[src/rtl/main_memory_pkg.sv]
// Shared constants and types for the main memory responder and the L2 cache that talks to it.
// The read-only build (MAIN_MEMORY_WRITE_EN undefined) serves the fixed pattern from rom_word().
package main_memory_pkg;

  localparam int MEM_DATA_WIDTH  = 32;
  localparam int MEM_ADDR_WIDTH  = 11;
  localparam int MEM_BLOCK_SIZE  = 32;
  localparam int MEM_LATENCY_DEF = 4;

  localparam int WORDS_PER_BLOCK = MEM_BLOCK_SIZE / (MEM_DATA_WIDTH / 8);
  localparam int OFFSET_WIDTH    = $clog2(MEM_BLOCK_SIZE);
  localparam int WORD_ADDR_WIDTH = MEM_ADDR_WIDTH - 2;
  localparam int BLOCK_WIDTH     = MEM_DATA_WIDTH * WORDS_PER_BLOCK;

  typedef enum logic [1:0] {
    IDLE,
    BUSY,
    RESP,
    GAP
  } state_e;

  typedef enum logic {
    OP_READ,
    OP_WRITE
  } op_e;

  // Preloaded contents of the read-only store: a tag in the upper half, the word index below it.
  function automatic logic [31:0] rom_word(input int unsigned word_index);
    return 32'hC0DE_0000 | (word_index & 32'h0000_FFFF);
  endfunction

endpackage

[src/rtl/main_memory_array.sv]
// Word storage with a combinational block-wide read port and, when MAIN_MEMORY_WRITE_EN is
// defined, one synchronous word write port. Without the macro the contents are fixed (rom_word).
module main_memory_array
  import main_memory_pkg::*;
#(
  parameter int DATA_WIDTH  = MEM_DATA_WIDTH,
  parameter int WADDR_WIDTH = WORD_ADDR_WIDTH,
  parameter int BLK_WORDS   = WORDS_PER_BLOCK
) (
`ifdef MAIN_MEMORY_WRITE_EN
  input  logic                            clk,
  input  logic                            wr_en,
  input  logic [WADDR_WIDTH-1:0]          wr_addr,
  input  logic [DATA_WIDTH-1:0]           wr_data,
`endif
  input  logic [WADDR_WIDTH-1:0]          rd_base,
  output logic [DATA_WIDTH*BLK_WORDS-1:0] rd_block
);

`ifdef MAIN_MEMORY_WRITE_EN
  logic [DATA_WIDTH-1:0] mem [2**WADDR_WIDTH];

  // NOTE: the storage array is deliberately not reset; clearing every word would turn the
  // RAM into a wide register file, and the cache never relies on initial contents.
  always_ff @(posedge clk) begin
    if (wr_en) begin
      mem[wr_addr] <= wr_data;
    end
  end

  always_comb begin
    rd_block = '0;
    for (int i = 0; i < BLK_WORDS; i++) begin
      rd_block[i*DATA_WIDTH +: DATA_WIDTH] = mem[rd_base + WADDR_WIDTH'(i)];
    end
  end
`else
  always_comb begin
    rd_block = '0;
    for (int i = 0; i < BLK_WORDS; i++) begin
      rd_block[i*DATA_WIDTH +: DATA_WIDTH] = DATA_WIDTH'(rom_word(32'(rd_base) + 32'(i)));
    end
  end
`endif

endmodule

[src/rtl/main_memory.sv]
// Fixed-latency backing store behind the L2: block reads, word writes, one-cycle mem_ready pulse.
// Define MAIN_MEMORY_WRITE_EN to let writes update storage; otherwise it behaves as a ROM.
module main_memory
  import main_memory_pkg::*;
#(
  parameter int DATA_WIDTH  = MEM_DATA_WIDTH,
  parameter int ADDR_WIDTH  = MEM_ADDR_WIDTH,
  parameter int BLOCK_SIZE  = MEM_BLOCK_SIZE,
  parameter int MEM_LATENCY = MEM_LATENCY_DEF
) (
  input  logic                                            clk,
  input  logic                                            rst_n,
  input  logic [ADDR_WIDTH-1:0]                           mem_addr,
  input  logic [DATA_WIDTH-1:0]                           mem_data_in,
  input  logic                                            mem_read,
  input  logic                                            mem_write,
  output logic [DATA_WIDTH*BLOCK_SIZE/(DATA_WIDTH/8)-1:0] mem_data_block,
  output logic                                            mem_ready
);

  localparam int BLK_WORDS = BLOCK_SIZE / (DATA_WIDTH / 8);
  localparam int BLK_W     = DATA_WIDTH * BLK_WORDS;
  localparam int WADDR_W   = ADDR_WIDTH - 2;
  localparam int WSEL_W    = $clog2(BLK_WORDS);
  localparam int CNT_W     = (MEM_LATENCY > 1) ? $clog2(MEM_LATENCY) : 1;

  state_e                state;
  op_e                   op_q;
  logic [ADDR_WIDTH-1:0] addr_q;
  logic [CNT_W-1:0]      cnt;

  op_e                   cur_op;
  logic [ADDR_WIDTH-1:0] cur_addr;
  logic                  enter_resp;
  logic [WADDR_W-1:0]    rd_base;
  logic [BLK_W-1:0]      rd_block;

  // In IDLE the live request is used directly so a single-cycle latency can respond at once;
  // afterwards the latched request is used and the inputs are ignored.
  // NOTE: every output of this block gets a default before the case, so no path can infer a latch.
  always_comb begin
    cur_op     = op_q;
    cur_addr   = addr_q;
    enter_resp = 1'b0;
    unique case (state)
      IDLE: begin
        cur_op     = mem_write ? OP_WRITE : OP_READ;
        cur_addr   = mem_addr;
        enter_resp = (MEM_LATENCY == 1) && (mem_read || mem_write);
      end
      BUSY:    enter_resp = (cnt == CNT_W'(1));
      default: ;
    endcase
  end

  assign rd_base = {cur_addr[ADDR_WIDTH-1:WSEL_W+2], WSEL_W'(0)};

  // NOTE: all state here uses non-blocking assignments so every register samples pre-edge values.
  always_ff @(posedge clk or negedge rst_n) begin
    if (!rst_n) begin
      state          <= IDLE;
      op_q           <= OP_READ;
      addr_q         <= '0;
      cnt            <= '0;
      mem_ready      <= 1'b0;
      mem_data_block <= '0;
    end else begin
      mem_ready <= enter_resp;
      if (enter_resp && cur_op == OP_READ) begin
        mem_data_block <= rd_block;
      end
      unique case (state)
        IDLE: begin
          if (mem_read || mem_write) begin
            op_q   <= cur_op;
            addr_q <= mem_addr;
            cnt    <= CNT_W'(MEM_LATENCY - 1);
            state  <= (MEM_LATENCY == 1) ? RESP : BUSY;
          end
        end
        BUSY: begin
          cnt <= cnt - CNT_W'(1);
          if (enter_resp) begin
            state <= RESP;
          end
        end
        RESP:    state <= GAP;
        GAP:     state <= IDLE;
        default: state <= IDLE;
      endcase
    end
  end

`ifdef MAIN_MEMORY_WRITE_EN
  logic [DATA_WIDTH-1:0] data_q;
  logic [DATA_WIDTH-1:0] cur_data;
  logic                  unused_addr;

  always_ff @(posedge clk or negedge rst_n) begin
    if (!rst_n) begin
      data_q <= '0;
    end else if (state == IDLE && (mem_read || mem_write)) begin
      data_q <= mem_data_in;
    end
  end

  assign cur_data    = (state == IDLE) ? mem_data_in : data_q;
  assign unused_addr = ^cur_addr[1:0];

  main_memory_array #(
    .DATA_WIDTH  (DATA_WIDTH),
    .WADDR_WIDTH (WADDR_W),
    .BLK_WORDS   (BLK_WORDS)
  ) u_array (
    .clk      (clk),
    .wr_en    (enter_resp && cur_op == OP_WRITE),
    .wr_addr  (cur_addr[ADDR_WIDTH-1:2]),
    .wr_data  (cur_data),
    .rd_base  (rd_base),
    .rd_block (rd_block)
  );
`else
  logic unused_inputs;

  // Writes are acknowledged with normal timing but carry no data path in the ROM build.
  assign unused_inputs = ^{cur_addr[WSEL_W+1:0], mem_data_in};

  main_memory_array #(
    .DATA_WIDTH  (DATA_WIDTH),
    .WADDR_WIDTH (WADDR_W),
    .BLK_WORDS   (BLK_WORDS)
  ) u_array (
    .rd_base  (rd_base),
    .rd_block (rd_block)
  );
`endif

endmodule

[config.mk]
export PLATFORM = sky130hd
export DESIGN_NAME = main_memory
export DESIGN_NICKNAME = d
export VERILOG_FILES = /design/src/rtl/main_memory_pkg.sv /design/src/rtl/main_memory_array.sv /design/src/rtl/main_memory.sv
export SDC_FILE = /design/constraint.sdc
export NUM_CORES = 1
export LEC_CHECK = 0
export BUFFER_PORTS_ARGS = -buffer_cell sky130_fd_sc_hd__buf_2
export CAP_MARGIN = 30
export CORE_MARGIN = 2
export CORE_UTILIZATION = 58
export CTS_BUF_LIST = sky130_fd_sc_hd__clkbuf_8 sky130_fd_sc_hd__clkbuf_16
export DETAILED_ROUTE_END_ITERATION = 12
export GPL_TIMING_DRIVEN = 0
export HOLD_SLACK_MARGIN = 0.06
export PLACE_DENSITY_LB_ADDON = 0.25
export SLEW_MARGIN = 20
export SYNTH_ARGS = -nofsm -noshare
export SYNTH_HDL_FRONTEND = slang
export SYNTH_HIERARCHICAL = 1
export SYNTH_SLANG_ARGS = --single-unit
[constraint.sdc]
create_clock -name clk -period 2.3 [get_ports clk]
set_clock_uncertainty 0.2 [all_clocks]
set_input_delay 0 -clock clk [delete_from_list [all_inputs] [get_ports clk]]
set_output_delay 0 -clock clk [all_outputs]
set_load 0.005 [all_outputs]
Yosys cells after proc, flatten, opt, wreduce, memory -nomap -nowiden
Cells that the tools add are included.
- register bits: 192
- input bits: 47
- output and inout port bits: 257
- word-level logic and storage cells: 37
- add/subtract/negate cells: 8
- eq/ne operators: 6
- multiplexer cells: 9
- bitwise logic cells: 1
- reductions and logical operators: 7
- operators by type and width (kind ; count):
    9-bit by 3-bit adder with 10-bit output (second input constant) ; 4
    9-bit by 2-bit adder with 10-bit output (second input constant) ; 2
    11-bit two-way mux ; 1
    9-bit by 1-bit adder with 10-bit output (second input constant) ; 1
    2-bit case mux with 4 select lines ; 1
    2-bit two-way mux ; 3
    2-bit AND reduction ; 3
    2-bit by 1-bit equality test with 1-bit output (second input constant) ; 2
    2-bit equality test (second input constant) ; 2
    2-bit != test (second input constant) ; 2
    2-bit case mux with 2 select lines ; 1
    1-bit two-way mux ; 3
    2-bit logical NOT ; 1
    2-bit nonzero test ; 1
    2-bit by 1-bit subtractor with 2-bit output (second input constant) ; 1
    1-bit logical AND ; 1
    1-bit logical OR ; 1
    1-bit inverter ; 1

Logic depth before layout (Yosys ltp)
- depth after elaboration: 4
- depth in mapped cells: 10
- gate-level depth less buffers: 8

Hierarchy
Netlist, hierarchy kept.
- by module, submodules not included (module ; instances ; cells each ; area each (um^2) ; sequential area each (um^2)):
    main_memory ; 1 ; 596 ; 11219.5 ; 6706.4
    main_memory_array ; 1 ; 326 ; 2363.5 ; 0.0

Worst setup path before layout
OpenSTA, ideal clock, no wires.
- path kind: register to register
- from: register state[0]
- to: register mem_data_block[100]
- setup time: 125 ps
- data arrival time: 1811 ps
- setup slack: 164 ps
- stages on the path, launching flop included: 10
- path buffers: 4
- period minus slack after synthesis: 2136 ps
- cell sequence: dfrtp_1 > inv_1 > ha_1 > buf_6 > mux2i_1 > and2_1 > buf_6 > buf_8 > buf_8 > mux2_4
- word-level cells in the longest chain between the ends: 4
- elaborated cells on any way between the ends: 8
- RTL lines (element ; line ; source):
    start: declaration ; main_memory.sv:27 ; state_e state;
    start signal: assignment ; main_memory.sv:78 ; state <= (MEM_LATENCY == 1) ? RESP : BUSY;
    branches (longest 4 deep; another with 9-bit by 2-bit adder with 10-bit output) ; -- ;
    end signal: assignment ; main_memory.sv:70 ; mem_data_block <= rd_block;
    end: declaration ; main_memory.sv:17 ; output logic [DATA_WIDTH*BLOCK_SIZE/(DATA_WIDTH/8)-1:0] mem_data_block,
Several ways; the timed one is not identified.
A chain may end at the register's enable or synchronous reset.

Worst setup path in the final report
- from: register state[0]
- to: register mem_data_block[17]
- elaborated cells on any way between the ends: 6
- RTL lines (element ; line ; source):
    2-bit by 1-bit equality test with 1-bit output ; main_memory.sv:45 ; unique case (state)
    1-bit two-way mux ; main_memory.sv:45 ;
    net enter_resp ; main_memory.sv:34 ; logic enter_resp;
    1-bit logical AND ; main_memory.sv:69 ; if (enter_resp && cur_op == OP_READ) begin
The timed path passes the listed nets, and every way through them passes these cells.

==> results.sh <==
export IMPL_yosysUniqueCellTypes=31
export IMPL_seq_area_frac_synth_pct=49.37
export IMPL_detail_route_iter0_violations=367
export IMPL_antenna_found_initial=0
export IMPL_cts_max_path_buffers=3
export IMPL_wl_per_cell_um=16.96
export IMPL_clk_latency_ns=0.54
export IMPL_antenna_cells=0
export IMPL_layout_min_cycle_time_ns=2.298
export IMPL_cts_root_buffer="clkbuf_16"
export IMPL_grt_max_degree=90
export IMPL_htreeDepth=1
export IMPL_cp_start_kind="flip-flop"
export IMPL_worst_setup_path_end_kind="flip-flop"
export IMPL_cp_arrival_ns=2.52
export IMPL_seq_area_sq_mm=0.006706
export IMPL_synthFlopType="dfrtp_1"
export IMPL_place_inst=1706
export IMPL_cts_buffers=29
export IMPL_initial_core_util_pct=59.45
export IMPL_rsz0062_at_grt="true"
export IMPL_final_setup_viol_count=0
export IMPL_dieArea_sq_mm=0.02466
export IMPL_synthCells=922
export IMPL_grt_pass1_vias=8640
export IMPL_synth_edf_count=0
export IMPL_via_per_inst=4.478
export IMPL_ys_warn_count=6
export IMPL_slew_violations=0
export IMPL_hp_class="in -> reg"
export IMPL_hold_viol_final=0
export IMPL_clkTransAtPathRegs_ns=0.06
export IMPL_startpoint="state[0]$_DFFE_PN0P_"
export IMPL_netlist_area_sq_mm=0.01358
export IMPL_ioPinCount=304
export IMPL_nets=1529
export IMPL_syn2layout_area_growth_pct=32.30
export IMPL_die_x_um=157.0
export IMPL_synth_seq_cells=268
export IMPL_die_h_um=157.0
export IMPL_cp_data_required_time_ns=2.52
export IMPL_post_synth_cell_area_avg_sq_um=14.73
export IMPL_core_area_sq_mm=0.02285
export IMPL_placement_io_buffers=266
export IMPL_post_route_drc_count=0
export IMPL_critPathMaxFanout=6
export IMPL_crit_type="reg -> reg"
export IMPL_fill_cells=1368
export IMPL_multi_input_area_sq_mm=0.005693
export IMPL_grt_overflow=0
export IMPL_antenna_left=0
export IMPL_layout_drive_gt1_share_pct=56.79
export IMPL_max_freq_ghz=0.4352
export IMPL_p_leak_nw=9.280
export IMPL_clock_sinks=268
export IMPL_ys_async_sr_fraction_pct=100.0
export IMPL_track_usage_pct=24.14
export IMPL_place_hpwl_um=19700
export IMPL_dr_pass1_iters=5
export IMPL_rrSetupSlack_ns=0.002
export IMPL_min_delay_path_depth=4
export IMPL_gp_congestion=0.7629
export IMPL_grt_pass1_wl_um=46700
export IMPL_timing_critical_path_to="mem_data_block[17]$_DFFE_PN0P_"
export IMPL_drv_cap=0
export IMPL_rr_worst_depth=9
export IMPL_vias=8064
export IMPL_wl_um=30540
export IMPL_p_per_area_mw_per_mm2=1253
export IMPL_r2r_end="mem_data_block[17]$_DFFE_PN0P_"
export IMPL_fp_row_count=55
export IMPL_fin_cells=1801
export IMPL_cts_tree="built"
export IMPL_finalCritPeriodShare_pct=99.90
export IMPL_status="finished, final reports clean"
export IMPL_final_core_utilization_pct=78.66
export IMPL_ir_drop_v=0.0007519
export IMPL_r2r_start="state[0]$_DFFE_PN0P_"
==> kinds of logic (layout without fill, tap and decap cells) <==
family	after synthesis	count (layout)	share of synthesized area, %
adder cells (fa/ha/maj)	17	17	1.566
XOR/XNOR	43	43	2.773
other	3	205	0.08290
AND/OR/NAND/NOR	58	58	1.990
flip-flops	268	268	49.37
AO/OA/AOI/OAI	13	13	0.5711
multiplexers	272	272	29.15
buffers and inverters	248	612	14.49
==> where the power goes <==
part           switching [mW]  internal [mW]
clock                    1.90           3.14
sequential               1.36           6.99
combinational            3.49           5.63
total                    6.75           15.8
==> how the worst min path moves through the flow <==
stage / start / end
final: mem_read / cnt[0]$_DFFE_PN0P_
after global routing: mem_read / cnt[0]$_DFFE_PN0P_
after CTS: mem_read / cnt[0]$_DFFE_PN0P_
after detailed placement: rst_n / mem_data_block[179]$_DFFE_PN0P_
after global placement: mem_addr[7] / addr_q[7]$_DFFE_PN0P_
after floorplan: rst_n / addr_q[10]$_DFFE_PN0P_
==> area by class of cell <==
type	instances	share of cell area [%]
timing repair buffer	312	11.35
buffer	233	11.35
inverter	13	0.2715
clock inverter	16	1.128
sequential	268	37.32
multi-input combinational	608	31.68
tap	313	2.179
clock buffer	38	4.727
==> timing repair <==
action,CTS,global route
cloned,2,8
endpoints found under the setup margin,178,228
pin swaps,0,2
hold buffers,23,0
gates resized for setup,32,9
hold endpoints to repair,222,0
buffers inserted,6,4
==> critical path, cell delays in order, from the launching register on <==
cell and delay [ns]:
dfrtp_1 0.41, buf_4 0.16, ha_1 0.20, and2_4 0.15, and2_1 0.16, buf_6 0.14, buf_12 0.14, buf_16 0.15
clkbuf_16 0.16, mux2_4 0.30
==> metrics by stage <==
step,hold slack (ns),cell area (sq um),total power [mW],setup TNS (ns),setup slack (ns)
floorplan,-0.4956,14340,13.49,0,0.1635
global placement,0.04752,16060,16.62,-1045.92,-3.918
detailed placement,-0.2699,16160,16.97,-11.08,-0.08765
CTS,0.1414,17700,22.40,-0.3960,-0.02634
global route,0.2239,17970,23.76,-3.665,-0.06500
finish,0.2061,17970,22.51,0,0.002367
==> synth_stat cells (2+ instances only) <==
master	number	area (sq um)
nand3_1	5	25.02
nor2b_1	3	18.77
xor2_1	23	201.4
nand2_1	10	37.54
dfrtp_1	268	6706
buf_2	3	15.01
buf_8	11	165.2
o21ai_0	2	10.01
nand4_1	4	25.02
mux2_4	240	3603
a21oi_1	7	35.03
conb_1	3	11.26
inv_1	13	48.80
buf_6	20	225.2
mux2i_1	3	30.03
mux2_2	29	326.6
buf_4	198	1486
ha_1	17	212.7
clkbuf_1	2	7.510
xnor2_1	20	175.2
nor2_1	28	105.1
and4_1	3	26.28
and2_1	2	12.51
==> flip-flops by register name, indices dropped and copies added (netlist names) <==
| register | flops |
|---|---|
| op_q | 1 |
| state | 2 |
| mem_data_block | 256 |
| mem_ready | 1 |
| addr_q | 6 |
| cnt | 2 |
==> cell usage in the layout, fill, tap and decap left out, drive strengths merged <==
master,instances
buf,513
mux2,269
dfrtp,268
conb,205
clkbuf,48
nor2,28
xor2,23
dlygate4sd3,22
xnor2,20
inv,19
ha,17
nand2,10
a21oi,7
nand3,5
clkinv,5
bufinv,5
nand4,4
mux2i,3
nor2b,3
and4,3
o21ai,3
and2,2
nor3b,1
o22a,1
a21boi,1
o21bai,1
and3,1
nand2b,1
==> per-layer routing <==
layer  share of wire [%]  routed length, um  global-route usage, %  vias up
met1                  41              12430                  29.85     3973
li1                    -                  -                      -     3791
met3                 6.6               2001                  5.644       60
met5                   0                  0                      0        -
met2                  50              15280                  42.44      240
met4                 2.7                831                  6.797        0
Power figures use the tool's default switching activity.
